### config.mk
export PLATFORM = sky130hd
export DESIGN_NAME = mac_pipe
export DESIGN_NICKNAME = d
export VERILOG_FILES = /design/src/rtl/mac_pkg.sv /design/src/rtl/mac_acc_stage.sv /design/src/rtl/mac_pipe.sv
export SDC_FILE = /design/constraint.sdc
export NUM_CORES = 1
export LEC_CHECK = 0
export CAP_MARGIN = 20
export CORE_AREA = 2 2 154 156
export DETAILED_ROUTE_END_ITERATION = 12
export DIE_AREA = 0 0 156 158
export PLACE_DENSITY = 0.49
export SLEW_MARGIN = 15
export SYNTH_ARGS = -nofsm -noshare
export SYNTH_HDL_FRONTEND = slang
export SYNTH_SLANG_ARGS = --single-unit
### constraint.sdc
create_clock -name clk -period 3.55 [get_ports clk]
set_input_delay 0.71 -clock clk [delete_from_list [all_inputs] [get_ports clk]]
set_output_delay 0.71 -clock clk [all_outputs]
set_load 0.05 [all_outputs]
### src/rtl/mac_pkg.sv
// -----------------------------------------------------------------------------
// mac_pkg
// Shared definitions for the pipelined multiply-accumulate engine:
//   - default parameter values for mac_pipe and mac_acc_stage
//   - sat_add(): signed add with overflow detect and optional saturation,
//     evaluated at a run-time width inside a fixed 64-bit container
//   - acc_w_ok(): elaboration-time legality check for the width parameters
// -----------------------------------------------------------------------------
package mac_pkg;

    localparam int IN_W_DEF  = 8;
    localparam int ACC_W_DEF = 26;
    localparam int LEN_W_DEF = 10;
    localparam int SAT_DEF   = 1;

    // Container width for sat_add; accumulator widths must stay strictly below it
    // so that sign-extension into the container always has at least one bit.
    localparam int SA_W = 64;

    typedef struct packed {
        logic            ovf;
        logic [SA_W-1:0] sum;
    } sat_res_t;

    // a and b are w-bit signed values sign-extended to SA_W bits. The returned
    // sum is meaningful in its low w bits; the caller truncates.
    function automatic sat_res_t sat_add(
        input logic [SA_W-1:0] a,
        input logic [SA_W-1:0] b,
        input int              w,
        input logic            sat_en
    );
        logic [SA_W-1:0] raw;
        logic [SA_W-1:0] msb;
        logic [SA_W-1:0] max_v;
        logic            sa;
        logic            sb;
        logic            sr;
        sat_res_t        r;
        raw   = a + b;
        msb   = 64'd1 << (w - 1);
        max_v = msb - 64'd1;
        sa    = (a & msb) != 64'd0;
        sb    = (b & msb) != 64'd0;
        sr    = (raw & msb) != 64'd0;
        r.ovf = (sa == sb) && (sr != sa);
        if (r.ovf && sat_en) begin
            // ~max_v is -2^(w-1) sign-extended to the container
            r.sum = sa ? ~max_v : max_v;
        end else begin
            r.sum = raw;
        end
        return r;
    endfunction

    // Product must fit the accumulator, and the accumulator must fit sat_add.
    function automatic logic acc_w_ok(input int in_w, input int acc_w);
        return (acc_w >= 2 * in_w) && (acc_w < SA_W);
    endfunction

endpackage

### src/rtl/mac_acc_stage.sv
// -----------------------------------------------------------------------------
// mac_acc_stage
// Stage 2 of mac_pipe: accumulates stage-1 products, saturates or wraps on
// overflow and keeps a per-vector sticky overflow flag.
//   clk, rst_n  : clock, asynchronous active-low reset
//   clr         : synchronous flush of accumulator and sticky flag
//   vld, last   : stage-1 product valid / product is the vector's last
//   hold        : stage 1 is stalled; accumulator must not update
//   prod        : signed stage-1 product (2*IN_W bits)
//   fin         : last product is being absorbed this cycle (load result)
//   sum, ovf    : this-cycle sum and vector overflow (sticky | this overflow)
// -----------------------------------------------------------------------------
module mac_acc_stage
    import mac_pkg::*;
#(
    parameter int IN_W  = IN_W_DEF,
    parameter int ACC_W = ACC_W_DEF,
    parameter int SAT   = SAT_DEF
) (
    input  logic              clk,
    input  logic              rst_n,
    input  logic              clr,
    input  logic              vld,
    input  logic              last,
    input  logic              hold,
    input  logic [2*IN_W-1:0] prod,
    output logic              fin,
    output logic [ACC_W-1:0]  sum,
    output logic              ovf
);

    logic [ACC_W-1:0] acc_r;
    logic             sticky_r;
    logic [SA_W-1:0]  acc_ext_s;
    logic [SA_W-1:0]  prod_ext_s;
    sat_res_t         add_s;
    logic             upd_s;
    logic             unused_hi_s;

    // Sign-extend both operands into the adder container and add.
    always_comb begin
        acc_ext_s  = {{(SA_W - ACC_W){acc_r[ACC_W-1]}}, acc_r};
        prod_ext_s = {{(SA_W - 2 * IN_W){prod[2*IN_W-1]}}, prod};
        add_s      = sat_add(acc_ext_s, prod_ext_s, ACC_W, (SAT != 32'sd0));
    end

    // clr wins over the accumulate step.
    assign upd_s       = vld && !hold && !clr;
    assign fin         = upd_s && last;
    assign sum         = add_s.sum[ACC_W-1:0];
    assign ovf         = sticky_r | add_s.ovf;
    assign unused_hi_s = ^add_s.sum[SA_W-1:ACC_W];

    // Accumulator and sticky flag; the last product restarts both at zero so the
    // next vector can follow without a bubble.
    always_ff @(posedge clk or negedge rst_n) begin
        if (!rst_n) begin
            acc_r    <= {ACC_W{1'b0}};
            sticky_r <= 1'b0;
        end else if (clr) begin
            acc_r    <= {ACC_W{1'b0}};
            sticky_r <= 1'b0;
        end else if (upd_s) begin
            if (last) begin
                acc_r    <= {ACC_W{1'b0}};
                sticky_r <= 1'b0;
            end else begin
                acc_r    <= sum;
                sticky_r <= ovf;
            end
        end
    end

endmodule

### src/rtl/mac_pipe.sv
// -----------------------------------------------------------------------------
// mac_pipe
// Pipelined signed multiply-accumulate over vectors of operand pairs.
// Stage 1 multiplies, stage 2 (mac_acc_stage) accumulates; one result per
// vector is presented on a registered valid/ready output.
//   clk, rst_n       : clock, asynchronous active-low reset
//   clr              : synchronous flush of partial vector and stage 1
//   in_vld/in_rdy    : operand handshake; in1, in2 signed IN_W operands
//   vec_len          : products per vector, sampled with the first element
//                      (0 is treated as 1)
//   res_vld/res_rdy  : result handshake; res signed ACC_W, res_ovf overflow
//   busy             : partial vector in progress or stage 1 occupied
// -----------------------------------------------------------------------------
module mac_pipe
    import mac_pkg::*;
#(
    parameter int IN_W  = IN_W_DEF,
    parameter int ACC_W = ACC_W_DEF,
    parameter int LEN_W = LEN_W_DEF,
    parameter int SAT   = SAT_DEF
) (
    input  logic             clk,
    input  logic             rst_n,
    input  logic             clr,
    input  logic             in_vld,
    output logic             in_rdy,
    input  logic [IN_W-1:0]  in1,
    input  logic [IN_W-1:0]  in2,
    input  logic [LEN_W-1:0] vec_len,
    output logic             res_vld,
    input  logic             res_rdy,
    output logic [ACC_W-1:0] res,
    output logic             res_ovf,
    output logic             busy
);

    if (!acc_w_ok(IN_W, ACC_W)) begin : g_bad_acc_w
        $error("mac_pipe: ACC_W must be >= 2*IN_W and < 64");
    end

    logic                     alive_r;
    logic                     s1_vld_r;
    logic                     s1_last_r;
    logic signed [2*IN_W-1:0] prod_r;
    logic [LEN_W-1:0]         cnt_r;
    logic [LEN_W-1:0]         len_m1_r;
    logic [ACC_W-1:0]         res_r;
    logic                     res_vld_r;
    logic                     res_ovf_r;

    logic                     stall_s;
    logic                     accept_s;
    logic [LEN_W-1:0]         len_first_s;
    logic [LEN_W-1:0]         len_cur_s;
    logic                     last_s;
    logic signed [2*IN_W-1:0] in1_ext_s;
    logic signed [2*IN_W-1:0] in2_ext_s;
    logic                     fin_s;
    logic [ACC_W-1:0]         sum_s;
    logic                     ovf_s;

    // Only a last product blocked by an unconsumed result can stall; partial
    // products never reach the output register.
    assign stall_s  = s1_vld_r && s1_last_r && res_vld_r && !res_rdy;
    assign in_rdy   = alive_r && !stall_s && !clr;
    assign accept_s = in_vld && in_rdy;
    assign busy     = s1_vld_r || (cnt_r != {LEN_W{1'b0}});

    // Length of the current vector; on its first element the fresh vec_len is used
    // directly since len_m1_r is only written on that same edge.
    always_comb begin
        if (vec_len == {LEN_W{1'b0}}) begin
            len_first_s = {LEN_W{1'b0}};
        end else begin
            len_first_s = vec_len - LEN_W'(1'b1);
        end
        if (cnt_r == {LEN_W{1'b0}}) begin
            len_cur_s = len_first_s;
        end else begin
            len_cur_s = len_m1_r;
        end
        last_s    = (cnt_r == len_cur_s);
        in1_ext_s = {{IN_W{in1[IN_W-1]}}, in1};
        in2_ext_s = {{IN_W{in2[IN_W-1]}}, in2};
    end

    // Holds in_rdy low until the first clock edge after reset release.
    always_ff @(posedge clk or negedge rst_n) begin
        if (!rst_n) begin
            alive_r <= 1'b0;
        end else begin
            alive_r <= 1'b1;
        end
    end

    // Stage 1: registered product and its last-element tag; held while stalled.
    always_ff @(posedge clk or negedge rst_n) begin
        if (!rst_n) begin
            s1_vld_r  <= 1'b0;
            s1_last_r <= 1'b0;
            prod_r    <= {(2 * IN_W){1'b0}};
        end else if (clr) begin
            s1_vld_r  <= 1'b0;
            s1_last_r <= 1'b0;
        end else if (!stall_s) begin
            s1_vld_r <= accept_s;
            if (accept_s) begin
                s1_last_r <= last_s;
                prod_r    <= in1_ext_s * in2_ext_s;
            end
        end
    end

    // Element counter and latched vector length.
    always_ff @(posedge clk or negedge rst_n) begin
        if (!rst_n) begin
            cnt_r    <= {LEN_W{1'b0}};
            len_m1_r <= {LEN_W{1'b0}};
        end else if (clr) begin
            cnt_r <= {LEN_W{1'b0}};
        end else if (accept_s) begin
            if (cnt_r == {LEN_W{1'b0}}) begin
                len_m1_r <= len_first_s;
            end
            if (last_s) begin
                cnt_r <= {LEN_W{1'b0}};
            end else begin
                cnt_r <= cnt_r + LEN_W'(1'b1);
            end
        end
    end

    mac_acc_stage #(
        .IN_W  (IN_W),
        .ACC_W (ACC_W),
        .SAT   (SAT)
    ) u_acc (
        .clk   (clk),
        .rst_n (rst_n),
        .clr   (clr),
        .vld   (s1_vld_r),
        .last  (s1_last_r),
        .hold  (stall_s),
        .prod  (prod_r),
        .fin   (fin_s),
        .sum   (sum_s),
        .ovf   (ovf_s)
    );

    // Result register: a new load wins over a same-cycle handshake; clr leaves
    // a pending result alone so it still drains.
    always_ff @(posedge clk or negedge rst_n) begin
        if (!rst_n) begin
            res_r     <= {ACC_W{1'b0}};
            res_ovf_r <= 1'b0;
            res_vld_r <= 1'b0;
        end else if (fin_s) begin
            res_r     <= sum_s;
            res_ovf_r <= ovf_s;
            res_vld_r <= 1'b1;
        end else if (res_rdy) begin
            res_vld_r <= 1'b0;
        end
    end

    assign res     = res_r;
    assign res_ovf = res_ovf_r;
    assign res_vld = res_vld_r;

endmodule

Yosys cells after proc, flatten, opt, wreduce, memory -nomap -nowiden. Cells that the tools add are included.

Bitwise operators: 3. Reductions and logical operators: 23. Muxes and demuxes: 20. Eq/ne operators: 4. Multiply operators: 1. Add/subtract/negate cells: 3.

Operators with widths (number): $mux W26 (5); $mux W10 (5); $add A26 B16 Y26 (1); $logic_not A10 Y1 (2); $mul A8 B8 Y16 (1); $add A10 B1 Y10 const B (1); $eq A10 B10 Y1 (1); $logic_and A1 B1 Y1 (10); $mux W1 (10); $reduce_bool A10 Y1 (1); $sub A10 B1 Y10 const B (1); $reduce_bool A2 Y1 (3); $reduce_and A2 Y1 (2); $logic_not A1 Y1 (3); $reduce_and A3 Y1 (1); $ne A2 B2 Y1 const B (1); $not A1 Y1 (2); $eq A1 B1 Y1 (1); $logic_or A1 B1 Y1 (1); $ne A1 B1 Y1 (1); $or A1 B1 Y1 (1).

Output and inout bits: 30. Input port bits: 31. Bits in registers: 94. Logic and storage cells: 65.

Logic depth before layout (Yosys ltp).
Depth in word-level cells: 10. Gate-level depth with buffers: 20. Depth with buffers taken out: 20.

Modules after synthesis. Synthesis repeated with hierarchy kept, for this count alone.

Cells, all modules: 888. Area, all modules: 8411.8 µm².

By module, submodules not included: mac_pipe (cells each 576, times used 1, area each 5634.2 µm², sequential area each 1676.6 µm²); mac_acc_stage (cells each 312, times used 1, area each 2777.7 µm², sequential area each 675.6 µm²).

Worst setup path after synthesis. Ideal clock, no wire load.

Kind: input -> register. Start point: input in2[4]. End point: register prod_r[14]. Path buffers: 0. Data required time: 3.454 ns. Setup time: 0.096 ns. Path slack: -1.069 ns. Data arrival time: 4.523 ns. Cell stages on the path: 17. Path through: and2_1 -> fa_1 -> inv_1 -> fa_1 -> inv_1 -> fa_1 -> inv_1 -> fa_1 -> inv_1 -> ha_1 -> o21ai_0 -> a21oi_1 -> o21ai_0 -> a21boi_0 -> o211a_1 -> o21a_1 -> o31ai_1.

Word-level cells in the longest chain between the ends: 1.

Ends and longest elaborated chain: start: declaration (RTL line mac_pipe.sv:28) `input logic [IN_W-1:0] in2,`; $mul A8 B8 Y16 (RTL line mac_pipe.sv:109) `prod_r <= in1_ext_s * in2_ext_s;`; end signal: assignment (RTL line mac_pipe.sv:101) `prod_r <= {(2 * IN_W){1'b0}};`; end signal: assignment (RTL line mac_pipe.sv:109); end: declaration (RTL line mac_pipe.sv:44) `logic signed [2*IN_W-1:0] prod_r;`.

No other way between the ends. A chain may end at the register's enable or synchronous reset.

Final worst setup path.
Start point: input in2[2]. End point: register prod_r[11].

The elaborated chain is that of the path after synthesis.

==> metrics.yaml <==
worst_setup_path:
  critPathKind: "in2reg"
  worst-path-buf-inv: 7
  path_max_fanout: 3
  worstPathRequired_ps: 3780
  r2r_start: "prod_r[15]$_DFFE_PN0P_"
  r2r_slack_ps: 510
  cp_slowest_stage_delay_ps: 540
  critical_path_arrival_ps: 4490
  end_kind: "flip-flop"
  cpMostUsedCell: "fa_1"
  path_delay_family: "adder cells"
  cp_slowest_cell: "fa_1"
  crit_chain: "buf_8 -> and2_4 -> fa_1 -> inv_1 -> fa_1 -> inv_2 -> fa_1 -> inv_1 -> fa_1 -> inv_2 -> ha_4 -> buf_6 -> a2111oi_4 -> buf_4 -> nor2_1 -> a21oi_1 -> xor2_1 -> o21ai_1"
  reg2reg_to: "u_acc.acc_r[16]$_DFFE_PN0P_"
  rr_worst_depth: 10
  worst_setup_path_start_kind: "primary input"
sta:
  fin_ws_ps: -710
  finalHoldViolations: 0
  rsz0062_at_grt: "true"
  post-route-min-period_ps: 4260
  fin_crit_sh_pct: 120
  tightest_slew_ps: 915
  max_freq_ghz: 0.235
  setup_viol: 9
  max-slew-margin-rel_pct: 39.0
  slew_violations: 0
  worst_clock_skew_ps: 7.56
  tns_ps: -3960
synth:
  netlist_instances: 892
  yosysTopAreaCellShare_pct: 29.7
  syn-num-nets: 1036
  synth-async-reset-ratio_pct: 100
  ys_seq_area_share_pct: 29.7
  syn_avg_cell_area_um2: 8.89
  synth_ff_type: "dfrtp_1"
  synth_cell_type_count: 68
  yosys_warnings: 0
  synth_area_um2: 7930
  synth.largest_area_cell: "dfrtp_1"
  synth_seq_cells: 94
  synth_edf_count: 0
  ys_top_cells_by_area: "dfrtp_1, fa_1, ha_1, nand2_1, inv_1"
floorplan:
  die_w_um: 156
  die-area_um2: 24600
  pin_count: 61
  coreArea_um2: 23100
  rows: 56
  die_height_um: 158
  start_util_pct: 34.4
power_and_ir_drop:
  seq_power_share_pct: 23.8
  leakage_nw: 4.68
  netSwitchingFraction_pct: 40.2
  switchingPower_mw: 2.22
  p_int_mw: 3.30
  p_per_area_nw_per_um2: 557
  clock_power_share_pct: 17.0
  ir_drop_mv: 0.294
  pwr-share-comb_pct: 59.2
routing:
  drtIter0Drc: 254
  drtPass1Iterations: 4
  drt.antenna.violating_nets: 0
  vias: 6441
  totalWireLength_mm: 19.3
  wl_per_cell_um: 14.7
  post_drt_via_cell_ratio: 4.89
  post-route-drc-count: 0
global_route:
  grt_pass1_wl_mm: 33.1
  grt.overflow.total: 0
  gr-usage-all-layers_pct: 16.7
  antenna_found_initial: 0
  grt_start_max_net_pins: 71
  grt_pass1_vias: 6582
clock_network:
  cts_buffer_depth: 2
  cts_root_buffer: "clkbuf_16"
  cts-buffers-inserted: 9
  cts_tree: "done"
  path_clk_slew_ps: 60
  clk_latency_ps: 350
  hold_buffers: 0
  cts_sinks: 94
  htree_levels: 3
status:
  status: "finished with violations"
  failed_checks: "negative setup slack"
layout:
  area_growth_pct: 25.1
  layout.nets: 1165
  diodes: 0
  final_cells: 1316
  drive_above_1_share_pct: 17.2
  finish.instance_area_um2: 9920
placed_design:
  place_area_um2: 9530
  port_buffers: 60
  hpwl_mm: 15.4
  gp_congestion: 0.803
  placedCellCount: 1297
job:
  cap_violations: 0
worst_hold_path:
  hp-class: "in2async"
-- power groups by stage --
| stage | clock network (mW) | logic (mW) | registers [mW] |
|---|---|---|---|
| after floorplan | 0 | 2.22 | 1.31 |
| after global placement | 0 | 3.11 | 1.33 |
| after detailed placement | 0 | 3.12 | 1.33 |
| after CTS | 0.971 | 3.28 | 1.32 |
| after global routing | 1.01 | 3.71 | 1.33 |
| final | 0.938 | 3.27 | 1.32 |
-- timing repair --
item	4_1_cts	5_1_grt
gates resized for setup	98	12
buffers inserted	2	1
endpoints found under the hold margin	0	0
setup endpoints to repair	11	9
pin swaps	29	14
-- area by class of cell --
cell class                 count  area, um2
clock buffer                  13        260
clock inverter                 3       18.8
fill                        2319      13100
inverter                     101        382
multi-input combinational    678       5390
sequential                    94       2350
tap                          290        363
timing repair buffer         137       1150
-- layout by cell type, fill, tap and decap left out, drive strengths merged, types with 6 or more instances in the layout --
cell type        n
a21oi           35
o31ai            7
dfrtp           94
nor3            23
and2            45
a22o            13
xnor2           28
o21ai           75
ha              57
buf             95
nand4            7
nand2          126
nand2b           6
xor2            17
clkbuf          13
a211oi           7
o21a             8
nand3           10
nor2            57
nor2b           12
fa              56
clkdlybuf4s50   42
a21o            13
inv            101
-- cells by family after synthesis --
kind of cell / Yosys count / synth area share, %
DFF: 94 / 29.7
adders and majority gates: 113 / 23.1
other: 1 / 0.0473
AOI/OAI and AO/OA: 198 / 16.3
and+or+nand+nor: 316 / 19.5
buffers and inverters: 120 / 5.71
xor gates and xnor gates: 45 / 4.97
muxes: 5 / 0.679
-- synthesized netlist by cell type (all sizes together) (16+ instances only) --
cell,count
o21ai,75
inv,101
nand2,126
dfrtp,94
xor2,17
nor2,57
and2,45
a21oi,35
nor3,23
fa,56
xnor2,28
clkbuf,16
ha,57
-- metal layers --
metal  track usage (%)  routed length [um]
met1              23.4                9790
met2              27.1                8660
met3              2.03                 517
met4              4.72                 310
met5                 0                   0
-- state kept, by name, summed over array words and instances (netlist names) --
name / flops
alive_r: 1
cnt_r: 10
len_m1_r: 10
prod_r: 16
res: 26
res_ovf: 1
res_vld: 1
s1_last_r: 1
s1_vld_r: 1
u_acc.acc_r: 26
u_acc.sticky_r: 1
-- metrics by stage --
stage          worst slack, ps  total power, mW  hold slack (ps)  utilization, %
2_1_floorplan             -725             3.52              414               -
3_3_place_gp             -1610             4.44              462            41.3
3_5_place_dp             -1610             4.45              471            41.3
4_1_cts                   -689             5.57              486            42.8
5_1_grt                   -841             6.06              503            43.0
6_report                  -710             5.52              481            43.0
-- how the worst max path moves through the flow --
| stage | startpoint | slack, ps | endpoint | depth (start not counted) |
|---|---|---|---|---|
| 3_3_place_gp | in1[7] | -1610 | prod_r[15]$_DFFE_PN0P_ | 16 |
| 4_1_cts | in2[2] | -690 | prod_r[15]$_DFFE_PN0P_ | 17 |
| 3_5_place_dp | in1[7] | -1610 | prod_r[15]$_DFFE_PN0P_ | 16 |
| 5_1_grt | in2[1] | -840 | prod_r[15]$_DFFE_PN0P_ | 19 |
| 2_1_floorplan | in1[5] | -720 | prod_r[14]$_DFFE_PN0P_ | 17 |
| 6_report | in2[2] | -710 | prod_r[11]$_DFFE_PN0P_ | 18 |
(Power assumes the default switching activity.)
